[src/rtl/div_seq_pkg.sv]
// div_seq_pkg: shared types and constants for the divide sequencer.
//   REG_BUS / ZERO_WORD      : architectural register width and zero value
//   div_state_e              : sequencer states (2-bit encoding)
//   DIV_RESULT_(NOT_)READY   : ready_o levels
//   DIV_START / DIV_STOP     : start_i levels
//   abs_op()                 : magnitude of an operand, two's-complement only when signed
package div_seq_pkg;

   localparam int REG_BUS = 32;
   localparam int WORK_W  = 2 * REG_BUS + 1;   // {rem[32:0], quo[31:0]}

   localparam logic [REG_BUS-1:0] ZERO_WORD = '0;

   localparam logic DIV_RESULT_READY     = 1'b1;
   localparam logic DIV_RESULT_NOT_READY = 1'b0;
   localparam logic DIV_START            = 1'b1;
   localparam logic DIV_STOP             = 1'b0;

   typedef enum logic [1:0] {
      DIV_FREE    = 2'b00,
      DIV_BY_ZERO = 2'b01,
      DIV_ON      = 2'b10,
      DIV_END     = 2'b11
   } div_state_e;

   function automatic logic [REG_BUS-1:0] abs_op(input logic [REG_BUS-1:0] v,
                                                 input logic              signed_en);
      return (signed_en && v[REG_BUS-1]) ? (~v + 1'b1) : v;
   endfunction

endpackage

[src/rtl/div_seq_if.sv]
// div_seq_if: request/result bundle between EX and the divide sequencer.
//   master (EX side)    : drives start_i, annul_i, signed_div_i, rem_sel_i, opdata1_i, opdata2_i
//                         receives result_o, ready_o, busy_o
//   slave (div_seq side): the mirror image
interface div_seq_if;
   import div_seq_pkg::*;

   logic               start_i;
   logic               annul_i;
   logic               signed_div_i;
   logic               rem_sel_i;
   logic [REG_BUS-1:0] opdata1_i;
   logic [REG_BUS-1:0] opdata2_i;
   logic [REG_BUS-1:0] result_o;
   logic               ready_o;
   logic               busy_o;

   modport master (
      output start_i, annul_i, signed_div_i, rem_sel_i, opdata1_i, opdata2_i,
      input  result_o, ready_o, busy_o
   );

   modport slave (
      input  start_i, annul_i, signed_div_i, rem_sel_i, opdata1_i, opdata2_i,
      output result_o, ready_o, busy_o
   );

endinterface

[src/rtl/div_step.sv]
// div_step: one combinational iteration of radix-2 restoring division.
//   work      in  65  current {rem[32:0], quo[31:0]}
//   divisor   in  32  divisor magnitude
//   work_next out 65  register after shift, trial subtract and quotient-bit insert
module div_step
   import div_seq_pkg::*;
(
   input  logic [WORK_W-1:0]  work,
   input  logic [REG_BUS-1:0] divisor,
   output logic [WORK_W-1:0]  work_next
);

   logic [WORK_W-1:0] shifted;
   logic [REG_BUS+1:0] trial;   // one extra bit so the borrow is the sign

   assign shifted = {work[WORK_W-2:0], 1'b0};
   assign trial   = {1'b0, shifted[WORK_W-1:REG_BUS]} - {2'b00, divisor};

   always_comb begin
      work_next = shifted;
      if (!trial[REG_BUS+1]) begin
         work_next = {trial[REG_BUS:0], shifted[REG_BUS-1:1], 1'b1};
      end
   end

endmodule

[src/rtl/div_seq.sv]
// div_seq: multi-cycle sequencer for RISC-V DIV/DIVU/REM/REMU.
//   clk  in  core clock
//   rst  in  synchronous active-high reset
//   bus  div_seq_if.slave: start/annul/mode/operands in, result/ready/busy out
// Radix-2 restoring division, one quotient bit per cycle (33-cycle latency).
// Build option: define DIV_EARLY_OUT_EN to route divide-by-zero and signed
// overflow through DIV_BY_ZERO for a 2-cycle result; otherwise every
// operation goes through DIV_ON and the same corrected result comes out.
module div_seq
   import div_seq_pkg::*;
(
   input  logic     clk,
   input  logic     rst,
   div_seq_if.slave bus
);

   div_state_e          state_q, state_d;
   logic [4:0]          cnt_q;
   logic [WORK_W-1:0]   work_q, work_step;
   logic [REG_BUS-1:0]  dvs_q, op1_q;
   logic                signed_q, rem_sel_q, neg1_q, neg2_q, div0_q, ovf_q;
   logic                accept, div0_in, ovf_in, ready;
   logic [REG_BUS-1:0]  quo_mag, rem_mag, quo_fix, rem_fix;
   logic                unused_rem_msb;

   assign accept  = (state_q == DIV_FREE) && (bus.start_i == DIV_START) && !bus.annul_i;
   assign div0_in = (bus.opdata2_i == ZERO_WORD);
   assign ovf_in  = bus.signed_div_i && (bus.opdata1_i == 32'h8000_0000)
                    && (bus.opdata2_i == 32'hFFFF_FFFF);

   // ---------------- state register ----------------
   always_ff @(posedge clk) begin
      if (rst) state_q <= DIV_FREE;
      else     state_q <= state_d;
   end

   // ---------------- next state ----------------
   always_comb begin
      state_d = state_q;
      case (state_q)
         DIV_FREE: begin
            if (accept) begin
`ifdef DIV_EARLY_OUT_EN
               state_d = (div0_in || ovf_in) ? DIV_BY_ZERO : DIV_ON;
`else
               state_d = DIV_ON;
`endif
            end
         end
         DIV_BY_ZERO: state_d = bus.annul_i ? DIV_FREE : DIV_END;
         DIV_ON: begin
            if (bus.annul_i)          state_d = DIV_FREE;
            else if (cnt_q == 5'd31)  state_d = DIV_END;
         end
         DIV_END: begin
            // hold the result until EX drops its request
            if (bus.start_i == DIV_STOP) state_d = DIV_FREE;
         end
         default: state_d = DIV_FREE;
      endcase
   end

   // ---------------- datapath ----------------
   always_ff @(posedge clk) begin
      if (rst) begin
         cnt_q     <= '0;
         work_q    <= '0;
         dvs_q     <= '0;
         op1_q     <= '0;
         signed_q  <= 1'b0;
         rem_sel_q <= 1'b0;
         neg1_q    <= 1'b0;
         neg2_q    <= 1'b0;
         div0_q    <= 1'b0;
         ovf_q     <= 1'b0;
      end else if (accept) begin
         // operands are captured once here; EX may change them afterwards
         cnt_q     <= '0;
         work_q    <= {{(REG_BUS+1){1'b0}}, abs_op(bus.opdata1_i, bus.signed_div_i)};
         dvs_q     <= abs_op(bus.opdata2_i, bus.signed_div_i);
         op1_q     <= bus.opdata1_i;
         signed_q  <= bus.signed_div_i;
         rem_sel_q <= bus.rem_sel_i;
         neg1_q    <= bus.opdata1_i[REG_BUS-1];
         neg2_q    <= bus.opdata2_i[REG_BUS-1];
         div0_q    <= div0_in;
         ovf_q     <= ovf_in;
      end else if (state_q == DIV_ON && !bus.annul_i) begin
         work_q <= work_step;
         cnt_q  <= cnt_q + 5'd1;
      end
   end

   div_step u_step (
      .work      (work_q),
      .divisor   (dvs_q),
      .work_next (work_step)
   );

   // ---------------- result correction ----------------
   assign quo_mag        = work_q[REG_BUS-1:0];
   assign rem_mag        = work_q[2*REG_BUS-1:REG_BUS];
   assign unused_rem_msb = work_q[WORK_W-1];   // always 0 once all steps are done

   // Corner cases are forced from the latched flags, so the early-out path
   // (which never runs the iterations) yields the same values as the full one.
   always_comb begin
      quo_fix = (signed_q && (neg1_q ^ neg2_q)) ? (~quo_mag + 1'b1) : quo_mag;
      rem_fix = (signed_q && neg1_q)            ? (~rem_mag + 1'b1) : rem_mag;
      if (div0_q) begin
         quo_fix = 32'hFFFF_FFFF;
         rem_fix = op1_q;
      end else if (ovf_q) begin
         quo_fix = 32'h8000_0000;
         rem_fix = ZERO_WORD;
      end
   end

   assign ready        = (state_q == DIV_END) ? DIV_RESULT_READY : DIV_RESULT_NOT_READY;
   assign bus.ready_o  = ready;
   assign bus.result_o = ready ? (rem_sel_q ? rem_fix : quo_fix) : ZERO_WORD;
   // drops the same cycle ready rises so EX advances with the result
   assign bus.busy_o   = bus.start_i & ~ready;

endmodule
[src/flat_wrapper.sv]
// flat-port wrapper written by rule: the top's interface ports become plain ports
module div_seq_flat import div_seq_pkg::*;
  (clk, rst, bus_start_i, bus_annul_i, bus_signed_div_i, bus_rem_sel_i, bus_opdata1_i, bus_opdata2_i, bus_result_o, bus_ready_o, bus_busy_o);
  div_seq_if bus_i ();
  input  logic clk;
  input  logic rst;
  input wire logic [$bits(bus_i.start_i)-1:0] bus_start_i;
  input wire logic [$bits(bus_i.annul_i)-1:0] bus_annul_i;
  input wire logic [$bits(bus_i.signed_div_i)-1:0] bus_signed_div_i;
  input wire logic [$bits(bus_i.rem_sel_i)-1:0] bus_rem_sel_i;
  input wire logic [$bits(bus_i.opdata1_i)-1:0] bus_opdata1_i;
  input wire logic [$bits(bus_i.opdata2_i)-1:0] bus_opdata2_i;
  output wire logic [$bits(bus_i.result_o)-1:0] bus_result_o;
  output wire logic [$bits(bus_i.ready_o)-1:0] bus_ready_o;
  output wire logic [$bits(bus_i.busy_o)-1:0] bus_busy_o;
  assign bus_i.start_i = bus_start_i;
  assign bus_i.annul_i = bus_annul_i;
  assign bus_i.signed_div_i = bus_signed_div_i;
  assign bus_i.rem_sel_i = bus_rem_sel_i;
  assign bus_i.opdata1_i = bus_opdata1_i;
  assign bus_i.opdata2_i = bus_opdata2_i;
  assign bus_result_o = bus_i.result_o;
  assign bus_ready_o = bus_i.ready_o;
  assign bus_busy_o = bus_i.busy_o;
  div_seq u_core (.clk(clk), .rst(rst), .bus(bus_i));
endmodule
[config.mk]
export PLATFORM = sky130hd
export DESIGN_NAME = div_seq_flat
export DESIGN_NICKNAME = d
export VERILOG_FILES = /design/src/rtl/div_seq_pkg.sv /design/src/rtl/div_seq_if.sv /design/src/rtl/div_step.sv /design/src/rtl/div_seq.sv /design/src/flat_wrapper.sv
export SDC_FILE = /design/constraint.sdc
export NUM_CORES = 1
export LEC_CHECK = 0
export ABC_AREA = 1
export BUFFER_PORTS_ARGS = -buffer_cell sky130_fd_sc_hd__buf_2
export CAP_MARGIN = 10
export CORE_MARGIN = 3
export CORE_UTILIZATION = 52
export CTS_CLUSTER_DIAMETER = 200
export DETAILED_ROUTE_END_ITERATION = 10
export GPL_TIMING_DRIVEN = 0
export PLACE_DENSITY = 0.78
export SLEW_MARGIN = 20
export SYNTH_ARGS = -nofsm -noshare
export SYNTH_HDL_FRONTEND = slang
export SYNTH_HIERARCHICAL = 1
export SYNTH_SLANG_ARGS = --single-unit
[constraint.sdc]
create_clock -name clk -period 4.65 [get_ports clk]
set_clock_uncertainty 0.15 [all_clocks]
set_input_delay 1.395 -clock clk [delete_from_list [all_inputs] [get_ports clk]]
set_output_delay 1.395 -clock clk [all_outputs]
set_load 0.02 [all_outputs]
==> reports/results.ini <==
[global_routing]
globalRouteOverflowTotal = 0
grt_max_degree = 17
antenna_found_initial = 0
grt_pass1_wl_um = 82200
first_global_vias = 15100
grtUsageTotal_pct = 36.8

[timing]
finalHoldViolations = 0
relSlewSlack_pct = 42.9
period_share_pct = 93.4
drv_slew = 0
layout_min_cycle_time_ns = 4.34
tns_ns = 0
worst_slew_pin_slew_ns = 0.857
max_freq_ghz = 0.230
finalSetupViolations = 0
grt_setup_unrepaired = false

[outcome]
status = completed

[critical_path]
cp.arrival_ns = 2.80
critPathMaxFanout = 10
cp_data_required_time_ns = 3.11
r2r_start = u_core/work_q[31]
cp_cell_sequence = ha_1 > clkbuf_1 > buf_1 > nand2_1 > nor2_1 > buf_2
max_stage_delay_ns = 0.71
path_class = flip-flop to output pin
reg2reg_slack_ns = 1.74
r2r_end = u_core/work_q[44]
ff2ff_path_depth = 17
critPathSlowestCell = buf_1
start_kind = flip-flop
cp-end-kind = output pin

[hold_path]
min_path_type = flip-flop to flip-flop
min_to = u_core/dvs_q[16]
min_from = u_core/dvs_q[16]
min_path_cells = 2

[route]
drc = 0
routed_wl_um = 52900
detail-route-antenna-nets = 0
routed_via_density = 5.76
wl_per_cell_um = 18.5
first_iter_violations = 2039
vias = 16500
dr.pass1.iters = 6

[layout]
diodes = 0
fin_nets = 2630
area_delta_synth_final_pct = 11.5
layout-drive-gt1-share_pct = 12.1

[power]
power_leakage_nw = 8.01
swShare_pct = 52.4
clkPwrFrac_pct = 17.4
finalPower_mw = 8.76
power.density_nw_per_um2 = 577
power.internal_mw = 4.17
sequentialPowerShare_pct = 20.0
combPwrFrac_pct = 62.6
irDropWorstVdd_v = 0.000379
power_switching_mw = 4.59

[placement]
place_congestion = 1.01
io_buffers = 102
place_hpwl_um = 42600

[die]
rows = 58
io_pins = 104
die_h_um = 168
die_x_um = 168
dieArea_sq_um = 28100
initial_core_util_pct = 53.4
core_area_sq_um = 25500

[yosys]
synth_nets = 2509
avgSynthCellArea_sq_um = 5.68
syn-cell-area_sq_um = 13600
ys.warnings.count = 6
synth_cells = 2396

[clock_network]
numCtsBuffers = 17
ctsHtreeMaxLevel = 4
clkSinkCount = 140
clkLatencyLatePin_ns = 0.43
postCtsHoldBufs = 0
clkTransAtPathRegs_ns = 0.06
cts_tree = built
cts_resized = 0
root_buffer = clkbuf_16
cts_setup_buffers = 0
clock_path_buffers = 2

[flow_run]
maxCapViolations = 0

power groups by stage:
stage	Sequential [mW]	Combinational (mW)	Clock (mW)
3_3_place_gp	1.73	5.23	0
3_5_place_dp	1.74	5.30	0
4_1_cts	1.72	5.33	1.53
2_1_floorplan	1.58	4.01	0
5_1_grt	1.75	6.13	1.58
6_report	1.75	5.49	1.52
layer usage:
layer	GRT usage, %	wire [um]	part of all wire (%)	up-vias
li1	-	-	-	7891
met3	9.04	6500	12	152
met2	55.3	21900	41	952
met1	51.4	22500	42	7486
met5	0	0	0	-
met4	13.3	2070	3.9	0
worst max path at each step:
| stage | startpoint | endpoint | cells past startpoint |
|---|---|---|---|
| floorplan | bus_start_i | bus_busy_o | 2 |
| global placement | u_core/state_q[1] | bus_result_o[13] | 6 |
| detailed placement | u_core/state_q[1] | bus_result_o[13] | 6 |
| CTS | u_core/state_q[1] | bus_result_o[13] | 6 |
| global route | u_core/work_q[32] | bus_result_o[30] | 13 |
| finish | u_core/state_q[1] | bus_result_o[13] | 6 |
layout by cell type, fill, tap and decap left out, types with 12 or more instances in the layout:
cell type	count
o21ai_0	131
a211oi_1	12
inv_2	13
nand2_2	14
nor2_1	243
nor3_1	24
nor2_2	20
clkbuf_16	17
clkbuf_1	34
xor2_1	35
dfxtp_1	140
nand2_1	731
nand3_1	219
buf_4	36
ha_1	42
a21oi_1	91
inv_1	339
nand3_2	16
nand4_1	50
o21ai_1	24
buf_2	144
area by class of cell:
type / count / area, sq um
tap: 330 / 413
multi-input combinational: 1779 / 8760
clock inverter: 12 / 210
sequential: 140 / 2800
timing repair buffer: 102 / 510
fill: 2665 / 10300
inverter: 358 / 1350
buffer: 119 / 696
clock buffer: 19 / 433
critical path, delay by kind of cell, from the launching register on:
family,cells,cell delay [ns]
buffers and inverters,3,1.37
AND/OR/NAND/NOR,2,0.46
flip-flops,1,0.36
adder cells (fa/ha/maj),1,0.18
flip-flops by register name (all words and copies together) (netlist names):
register,count
u_core/op1_q,32
u_core/signed_q,1
u_core/ovf_q,1
u_core/work_q,64
u_core/div0_q,1
u_core/neg2_q,1
u_core/cnt_q,5
u_core/state_q,2
u_core/rem_sel_q,1
u_core/dvs_q,32
stage by stage:
step | instances | setup slack (ns) | utilization (%) | instance area (sq um) | hold WS, ns
final | 2859 | 0.307 | 59.6 | 15200 | 0.309
after global placement | 2828 | 0.940 | 57.1 | 14500 | 0.290
after CTS | 2859 | 0.447 | 59.6 | 15200 | 0.309
after floorplan | 2396 | 1.41 | - | 13600 | 0.269
after global routing | 2859 | 0.252 | 59.6 | 15200 | 0.325
after detailed placement | 2828 | 0.897 | 57.1 | 14500 | 0.296
(Power assumes the default switching activity.)
